===== config.mk =====
export PLATFORM = sky130hd
export DESIGN_NAME = fibo_bcd_convert_flat
export DESIGN_NICKNAME = d
export VERILOG_FILES = /design/src/rtl/fibo_pkg.sv /design/src/rtl/fibo_bcd_convert_if.sv /design/src/rtl/bcd_add3.sv /design/src/rtl/fibo_bcd_convert.sv /design/src/flat_wrapper.sv
export SDC_FILE = /design/constraint.sdc
export NUM_CORES = 1
export LEC_CHECK = 0
export CAP_MARGIN = 10
export CORE_ASPECT_RATIO = 1.2
export CORE_MARGIN = 1
export CORE_UTILIZATION = 55
export DETAILED_ROUTE_END_ITERATION = 6
export GPL_TIMING_DRIVEN = 0
export PLACE_DENSITY = 0.8
export RECOVER_POWER = 100
export SETUP_SLACK_MARGIN = 0.05
export SLEW_MARGIN = 15
export SYNTH_ARGS = -nofsm -noshare
export SYNTH_HDL_FRONTEND = slang
export SYNTH_HIERARCHICAL = 1
export SYNTH_SLANG_ARGS = --single-unit
export TNS_END_PERCENT = 20

===== constraint.sdc =====
create_clock -name clk -period 3.4 [get_ports clk]
set_input_delay 1.02 -clock clk [delete_from_list [all_inputs] [get_ports clk]]
set_output_delay 1.02 -clock clk [all_outputs]
set_load 0.1 [all_outputs]

===== src/rtl/fibo_pkg.sv =====
`default_nettype none
// ============================================================================
//  Module   : fibo_pkg
//  Brief    : Shared types and constants for the Fibonacci BCD converter.
//  Revision : 1.0 - initial release
// ============================================================================
package fibo_pkg;

    // Default binary input width and number of BCD output digits
    localparam int BIN_W  = 16;
    localparam int DIGITS = 5;

    // Converter control states
    typedef enum logic [1:0] {
        IDLE    = 2'd0,
        CONVERT = 2'd1,
        DONE    = 2'd2
    } state_t;

endpackage : fibo_pkg
`default_nettype wire


===== src/rtl/fibo_bcd_convert_if.sv =====
`default_nettype none
// ============================================================================
//  Module   : fibo_bcd_convert_if
//  Brief    : Request/result bundle between the Fibonacci source and the
//             binary-to-BCD converter.
//  Revision : 1.0 - initial release
// ============================================================================
interface fibo_bcd_convert_if
    import fibo_pkg::*;
#(
    parameter int BIN_W  = fibo_pkg::BIN_W,
    parameter int DIGITS = fibo_pkg::DIGITS
);

    logic                  start;
    logic [BIN_W-1:0]      bin_in;
    logic [DIGITS*4-1:0]   bcd_out;
    logic                  busy;
    logic                  valid;

    // Upstream side: issues requests, observes results
    modport master (
        output start,
        output bin_in,
        input  bcd_out,
        input  busy,
        input  valid
    );

    // Converter side
    modport slave (
        input  start,
        input  bin_in,
        output bcd_out,
        output busy,
        output valid
    );

endinterface : fibo_bcd_convert_if
`default_nettype wire


===== src/rtl/bcd_add3.sv =====
`default_nettype none
// ============================================================================
//  Module   : bcd_add3
//  Brief    : Double-dabble digit correction: adds 3 to a BCD digit >= 5.
//             The sum stays 4 bits; a digit >= 5 never exceeds 12 after +3.
//  Revision : 1.0 - initial release
// ============================================================================
module bcd_add3 (
    input  wire logic [3:0] i_digit,
    output logic      [3:0] o_digit
);

    // Pre-shift correction so the following left shift carries into the next digit
    always_comb begin
        o_digit = i_digit;
        if (i_digit >= 4'd5) begin
            o_digit = i_digit + 4'd3;
        end
    end

endmodule : bcd_add3
`default_nettype wire


===== src/rtl/fibo_bcd_convert.sv =====
`default_nettype none
// ============================================================================
//  Module   : fibo_bcd_convert
//  Brief    : Sequential shift-and-add-3 binary to packed BCD converter.
//             One shift per cycle; result is valid BIN_W cycles after the
//             rising edge of start is sampled in IDLE.
//  Revision : 1.0 - initial release
// ============================================================================
module fibo_bcd_convert
    import fibo_pkg::*;
#(
    parameter int BIN_W  = fibo_pkg::BIN_W,
    parameter int DIGITS = fibo_pkg::DIGITS
) (
    input  wire logic          clk,
    input  wire logic          reset,
    fibo_bcd_convert_if.slave  bus
);

    localparam int BCD_W = DIGITS * 4;
    localparam int SR_W  = BCD_W + BIN_W;
    localparam int CNT_W = $clog2(BIN_W + 1);
    localparam logic [CNT_W-1:0] c_last_cnt = CNT_W'(BIN_W - 1);

    state_t             r_state;
    state_t             w_state_nxt;
    logic               r_start_q;
    logic [CNT_W-1:0]   r_cnt;
    logic [SR_W-1:0]    r_shift;
    logic [BCD_W-1:0]   r_bcd;

    logic               w_rise;
    logic               w_last;
    logic [BCD_W-1:0]   w_adj_bcd;
    logic [SR_W-1:0]    w_adj_all;
    logic [SR_W-1:0]    w_shifted;

    assign w_rise = bus.start & ~r_start_q;
    assign w_last = (r_cnt == c_last_cnt);

    // Per-digit add-3 correction on the BCD field of the shift register
    for (genvar d = 0; d < DIGITS; d++) begin : g_digit
        bcd_add3 u_add3 (
            .i_digit (r_shift[BIN_W + d*4 +: 4]),
            .o_digit (w_adj_bcd[d*4 +: 4])
        );
    end

    assign w_adj_all = {w_adj_bcd, r_shift[BIN_W-1:0]};
    assign w_shifted = w_adj_all << 1;

    // Edge detector history: tracked in every state so held levels never retrigger
    always_ff @(posedge clk or posedge reset) begin
        if (reset) begin
            r_start_q <= 1'b0;
        end else begin
            r_start_q <= bus.start;
        end
    end

    // State register
    always_ff @(posedge clk or posedge reset) begin
        if (reset) begin
            r_state <= IDLE;
        end else begin
            r_state <= w_state_nxt;
        end
    end

    // Next-state logic: rises outside IDLE are dropped, DONE lasts one cycle
    always_comb begin
        w_state_nxt = r_state;
        case (r_state)
            IDLE:    if (w_rise) w_state_nxt = CONVERT;
            CONVERT: if (w_last) w_state_nxt = DONE;
            DONE:    w_state_nxt = IDLE;
            default: w_state_nxt = IDLE;
        endcase
    end

    // Datapath: load on accepted request, correct-and-shift while converting
    always_ff @(posedge clk or posedge reset) begin
        if (reset) begin
            r_cnt   <= '0;
            r_shift <= '0;
            r_bcd   <= '0;
        end else begin
            case (r_state)
                IDLE: begin
                    if (w_rise) begin
                        r_shift <= {{BCD_W{1'b0}}, bus.bin_in};
                        r_cnt   <= '0;
                    end
                end
                CONVERT: begin
                    r_shift <= w_shifted;
                    r_cnt   <= r_cnt + 1'b1;
                    if (w_last) begin
                        r_bcd <= w_shifted[SR_W-1 -: BCD_W];
                    end
                end
                default: ;
            endcase
        end
    end

    assign bus.bcd_out = r_bcd;
    assign bus.busy    = (r_state == CONVERT);
    assign bus.valid   = (r_state == DONE);

endmodule : fibo_bcd_convert
`default_nettype wire


===== src/flat_wrapper.sv =====
// flat-port wrapper written by rule: the top's interface ports become plain ports
module fibo_bcd_convert_flat import fibo_pkg::*;
#(
    parameter int BIN_W  = fibo_pkg::BIN_W,
    parameter int DIGITS = fibo_pkg::DIGITS
)
  (clk, reset, bus_start, bus_bin_in, bus_bcd_out, bus_busy, bus_valid);
  fibo_bcd_convert_if #(.BIN_W(BIN_W), .DIGITS(DIGITS)) bus_i ();
  input  wire logic clk;
  input  wire logic reset;
  input wire logic [$bits(bus_i.start)-1:0] bus_start;
  input wire logic [$bits(bus_i.bin_in)-1:0] bus_bin_in;
  output wire logic [$bits(bus_i.bcd_out)-1:0] bus_bcd_out;
  output wire logic [$bits(bus_i.busy)-1:0] bus_busy;
  output wire logic [$bits(bus_i.valid)-1:0] bus_valid;
  assign bus_i.start = bus_start;
  assign bus_i.bin_in = bus_bin_in;
  assign bus_bcd_out = bus_i.bcd_out;
  assign bus_busy = bus_i.busy;
  assign bus_valid = bus_i.valid;
  fibo_bcd_convert #(.BIN_W(BIN_W), .DIGITS(DIGITS)) u_core (.clk(clk), .reset(reset), .bus(bus_i));
endmodule

## After elaboration in Yosys (flattened, before gate mapping)

Cells that the tools add are included.

| word-level totals | value |
|---|---|
| latch bits | 0 |
| input port bits | 19 |
| bits in read-only memories | 0 |
| RAM bits | 0 |
| register bits | 64 |
| memories kept | 0 |
| logic and storage cells | 40 |

| cells by class | value |
|---|---|
| reductions and logical operators | 5 |
| multiplexer cells | 12 |
| shift operators | 0 |
| bitwise operators | 2 |
| add/sub/neg operators | 6 |
| divide/modulo/power cells | 0 |
| $lt $le $gt $ge | 5 |
| multipliers | 0 |
| equality and inequality tests | 5 |

Operators with widths:

| operator | number |
|---|---|
| 36-bit case mux with 2 select lines | 1 |
| 36-bit 2-to-1 mux | 1 |
| 4-bit by 3-bit >= comparator with 1-bit output (second input constant) | 5 |
| 4-bit by 2-bit adder with 4-bit output (second input constant) | 4 |
| 4-bit 2-to-1 mux | 4 |
| 5-bit case mux with 2 select lines | 1 |
| 2-bit AND reduction | 3 |
| 5-bit by 1-bit adder with 5-bit output (second input constant) | 1 |
| 5-bit by 4-bit == test with 1-bit output (second input constant) | 1 |
| 5-bit 2-to-1 mux | 1 |
| 2-bit 2-to-1 mux | 2 |
| 2-bit by 1-bit != test with 1-bit output (second input constant) | 2 |
| 2-bit case mux with 2 select lines | 1 |
| 3-bit by 2-bit adder with 3-bit output (second input constant) | 1 |
| 3-bit 2-to-1 mux | 1 |
| 2-bit by 1-bit == test with 1-bit output (second input constant) | 1 |
| 2-bit == test (second input constant) | 1 |
| 2-bit logical NOT | 1 |
| 2-bit nonzero test | 1 |
| 1-bit AND | 1 |
| 1-bit inverter | 1 |

## Longest topological paths before layout

Gate-level depths: netlist of run 1.

| logic depth | value |
|---|---|
| depth in word-level cells | 4 |
| gate-level depth with buffers | 7 |
| gate-level depth less buffers | 7 |

## Modules after synthesis

Netlist of run 1, hierarchy kept.

By module, submodules not included:

| module | sequential area each (um2) | instances | cells each | area an instance (um2) |
|---|---|---|---|---|
| fibo_bcd_convert | 1,601.5 | 1 | 233 | 2,610.0 |
| bcd_add3 | 0.0 | 5 | 16 | 101.3 |

## Worst setup path after synthesis of run 1

Ideal clock, no wire load.

| path | value |
|---|---|
| path kind | flip-flop to output port |
| start | register u_core.r_state[1] |
| end | output bus_valid |
| slack | 603 ps |
| stages on the path, launching flop included | 2 |
| arrival time | 1,777 ps |
| data required time | 2,380 ps |
| path through | dfrtp_1 -> nor2b_1 |

| between the ends | value |
|---|---|
| cells in the longest elaborated chain, start to end | 1 |

Ends and longest elaborated chain:

| item | RTL line | RTL |
|---|---|---|
| from (decl) | fibo_bcd_convert.sv:25 | `state_t r_state;` |
| from (signal assigned) | fibo_bcd_convert.sv:66 | `r_state <= w_state_nxt;` |
| 2-bit == test | fibo_bcd_convert.sv:109 | `assign bus.valid = (r_state == DONE);` |
| to (decl) | flat_wrapper.sv:15 | `output wire logic [$bits(bus_i.valid)-1:0] bus_valid;` |

No other way between the ends.

## Worst setup path after layout of run 1

Same ends and word-level chain as after synthesis.

==> impl_metrics.ini, run 1 <==
[outcome]
status = finished with violations
violations = design-rule violations

[clock_network]
numCtsBuffers = 9
hold_buffers = 0
cts_tree = built
clk_pin_slew_ns = 0.07
clk_path_buf_depth = 2
clkSinkCount = 64
cts-htree-levels = 3
clk_latency_ns = 0.34
root_buffer = clkbuf_8

[synth]
synth_area_per_cell_um2 = 10.02
synth_nets = 340
synth_warnings = 6
synth_cells = 309
syn_area_um2 = 3097

[grt]
grt_usage = 0.2197
grt_pass1_wl_um = 9998
overflow = 0
grt_max_degree = 55
grt_pass1_vias = 2266
antenna_found_initial = 0

[pwr]
intPower_mw = 2.136
comb_power_share = 0.515
p_per_area_nw_per_um2 = 1084
p_leak_nw = 1.849
seq_power_share = 0.327
clock_power_share = 0.158
p_switching_mw = 1.929
p_total_mw = 4.065
irDropWorstVdd_mv = 0.5496
p_sw_frac = 0.4746

[die]
die_h_um = 84.20
core_area_um2 = 5370
die-area_um2 = 5936
floorplan.rows = 29
start_util = 0.5767
die_w_um = 70.50
io_pins = 41

[final_layout]
layout.nets = 392
fin_util = 0.6983
final_common_cell = dfrtp_1
stdcell_area_um2 = 3750
mostFrequentLayoutCells = dfrtp_1 (64), nand2_1 (62), inv_1 (29)
drive_gt1_frac = 0.1393
fin_cells = 428
area_growth_pct = 21.09
antennaDiodeCount = 0

[sta]
rsz0062_at_grt = no
worstMarginPinSlew_ns = 1.291
post-route-period-util = 0.9401
slew_viol_final = 0
final-setup-viol-count = 0
fmax_mhz = 312.9
hold_viol = 0
fin_crit_ns = 3.196
setup_tns_ns = 0
slew_headroom = 0.1395
finClkSkew_ns = 0.006445

[setup_path]
worstPathArrival_ns = 2.18
cp_cell_sequence = nor2b_1 > dlygate4sd3_1
worst_ep_required_time_ns = 2.38
critical_path_buf_inv_count = 1
critPathLaunchType = flip-flop
path_class = reg2out
cp_top_family = buffers and inverters
end_kind = output port
cp_slowest_cell = dlygate4sd3_1
max_stage_delay_ns = 1.21
critPathMaxFanout = 7

[routing]
wirelength_um = 5729
drt_iter0_markers = 117
num_vias = 2280
post_drt_via_cell_ratio = 5.327
dr.pass1.iters = 6
wl_per_cell_um = 13.39
ant_nets = 0
drcViolationCount = 8

[placement]
port_buffers = 40
dp_hpwl_um = 3928
place_area_um2 = 3605
post-place-cells = 412
place_congestion = 0.8049

[flow_run]
drv_cap = 0

[min_path]
holdCritPathClass = reg2reg
worst reg2reg max path, cell delays in order, from the launching register on:
cell	delay, ns
dfrtp_1	0.41
ha_1	0.23
and3_1	0.17
ha_1	0.20
nand2_1	0.11
clkbuf_1	0.49
mux2_2	0.41
registers in the layout, indices dropped and copies added (netlist names):
name and count:
u_core/r_start_q 1, u_core/r_state 2, u_core/r_shift 36, u_core/bus.bcd_out 20, u_core/r_cnt 5
power groups by stage:
| stage | combinational [mW] | sequential (mW) | clock, mW |
|---|---|---|---|
| 3_5_place_dp | 2.14 | 1.35 | 0 |
| 3_3_place_gp | 2.06 | 1.33 | 0 |
| 2_1_floorplan | 1.08 | 1.91 | 0 |
| 5_1_grt | 2.29 | 1.38 | 0.683 |
| 4_1_cts | 2.16 | 1.34 | 0.655 |
| 6_report | 2.09 | 1.33 | 0.642 |
worst paths after layout:
path | cells past startpoint | endpoint | start | slack, ns
hold / removal | 1 | u_core/r_cnt[3] | u_core/r_cnt[3] | 0.48
max in group asynchronous | 3 | u_core/r_shift[10] | reset | 0.70
setup reg to reg | 6 | u_core/bus.bcd_out[1] | u_core/r_cnt[0] | 1.27
min in group asynchronous | 2 | u_core/bus.bcd_out[7] | reset | 1.13
setup / recovery | 2 | bus_valid | u_core/r_state[1] | 0.20
hold reg to reg | 1 | u_core/r_cnt[3] | u_core/r_cnt[3] | 0.48
cell type report:
class                      instances  area [um2]
tap                               62       77.57
timing repair buffer              41       406.6
clock inverter                     2       10.01
buffer                            13       51.30
sequential                        64        1602
inverter                          30       113.9
multi-input combinational        202        1296
fill                             427        1620
clock buffer                      14       192.7
repair_timing:
item                       4_1_cts  5_1_grt
setup endpoints to repair        1        0
setup buffers                    0        0
resized for setup                3        0
layer usage:
layer / up-vias / share of wire / wire, um / global-route usage
li1: 1142 / - / - / -
met1: 1092 / 0.45 / 2559 / 0.2730
met2: 38 / 0.51 / 2922 / 0.3619
met3: 8 / 0.026 / 147 / 0.03721
met4: 0 / 0.017 / 99 / 0.1280
met5: - / 0 / 0 / 0
through the flow:
stage / setup slack [ns] / hold slack (ns)
finish: 0.2037 / 0.4788
global route: 0.1055 / 0.5091
CTS: 0.1754 / 0.4778
detailed placement: -0.03835 / 0.4718
global placement: -0.3419 / 0.4510
floorplan: 0.6032 / 0.4368
Power figures use the tool's default switching activity.
==> run 2, diff against run 1 <==
--- a/config.mk
+++ b/config.mk
@@ -14,6 +14,7 @@
 export PLACE_DENSITY = 0.8
 export RECOVER_POWER = 100
 export SETUP_SLACK_MARGIN = 0.05
+export SKIP_LAST_GASP = 1
 export SLEW_MARGIN = 15
 export SYNTH_ARGS = -nofsm -noshare
 export SYNTH_HDL_FRONTEND = slang
==> results of run 2 <==
No change in the layout: final DEF, timing and power equal those of run 1.
==> run 3, diff against run 2 <==
--- a/config.mk
+++ b/config.mk
@@ -13,7 +13,6 @@
 export GPL_TIMING_DRIVEN = 0
 export PLACE_DENSITY = 0.8
 export RECOVER_POWER = 100
-export SETUP_SLACK_MARGIN = 0.05
 export SKIP_LAST_GASP = 1
 export SLEW_MARGIN = 15
 export SYNTH_ARGS = -nofsm -noshare
==> results of run 3 <==
No change in the layout: final DEF, timing and power equal those of run 1.
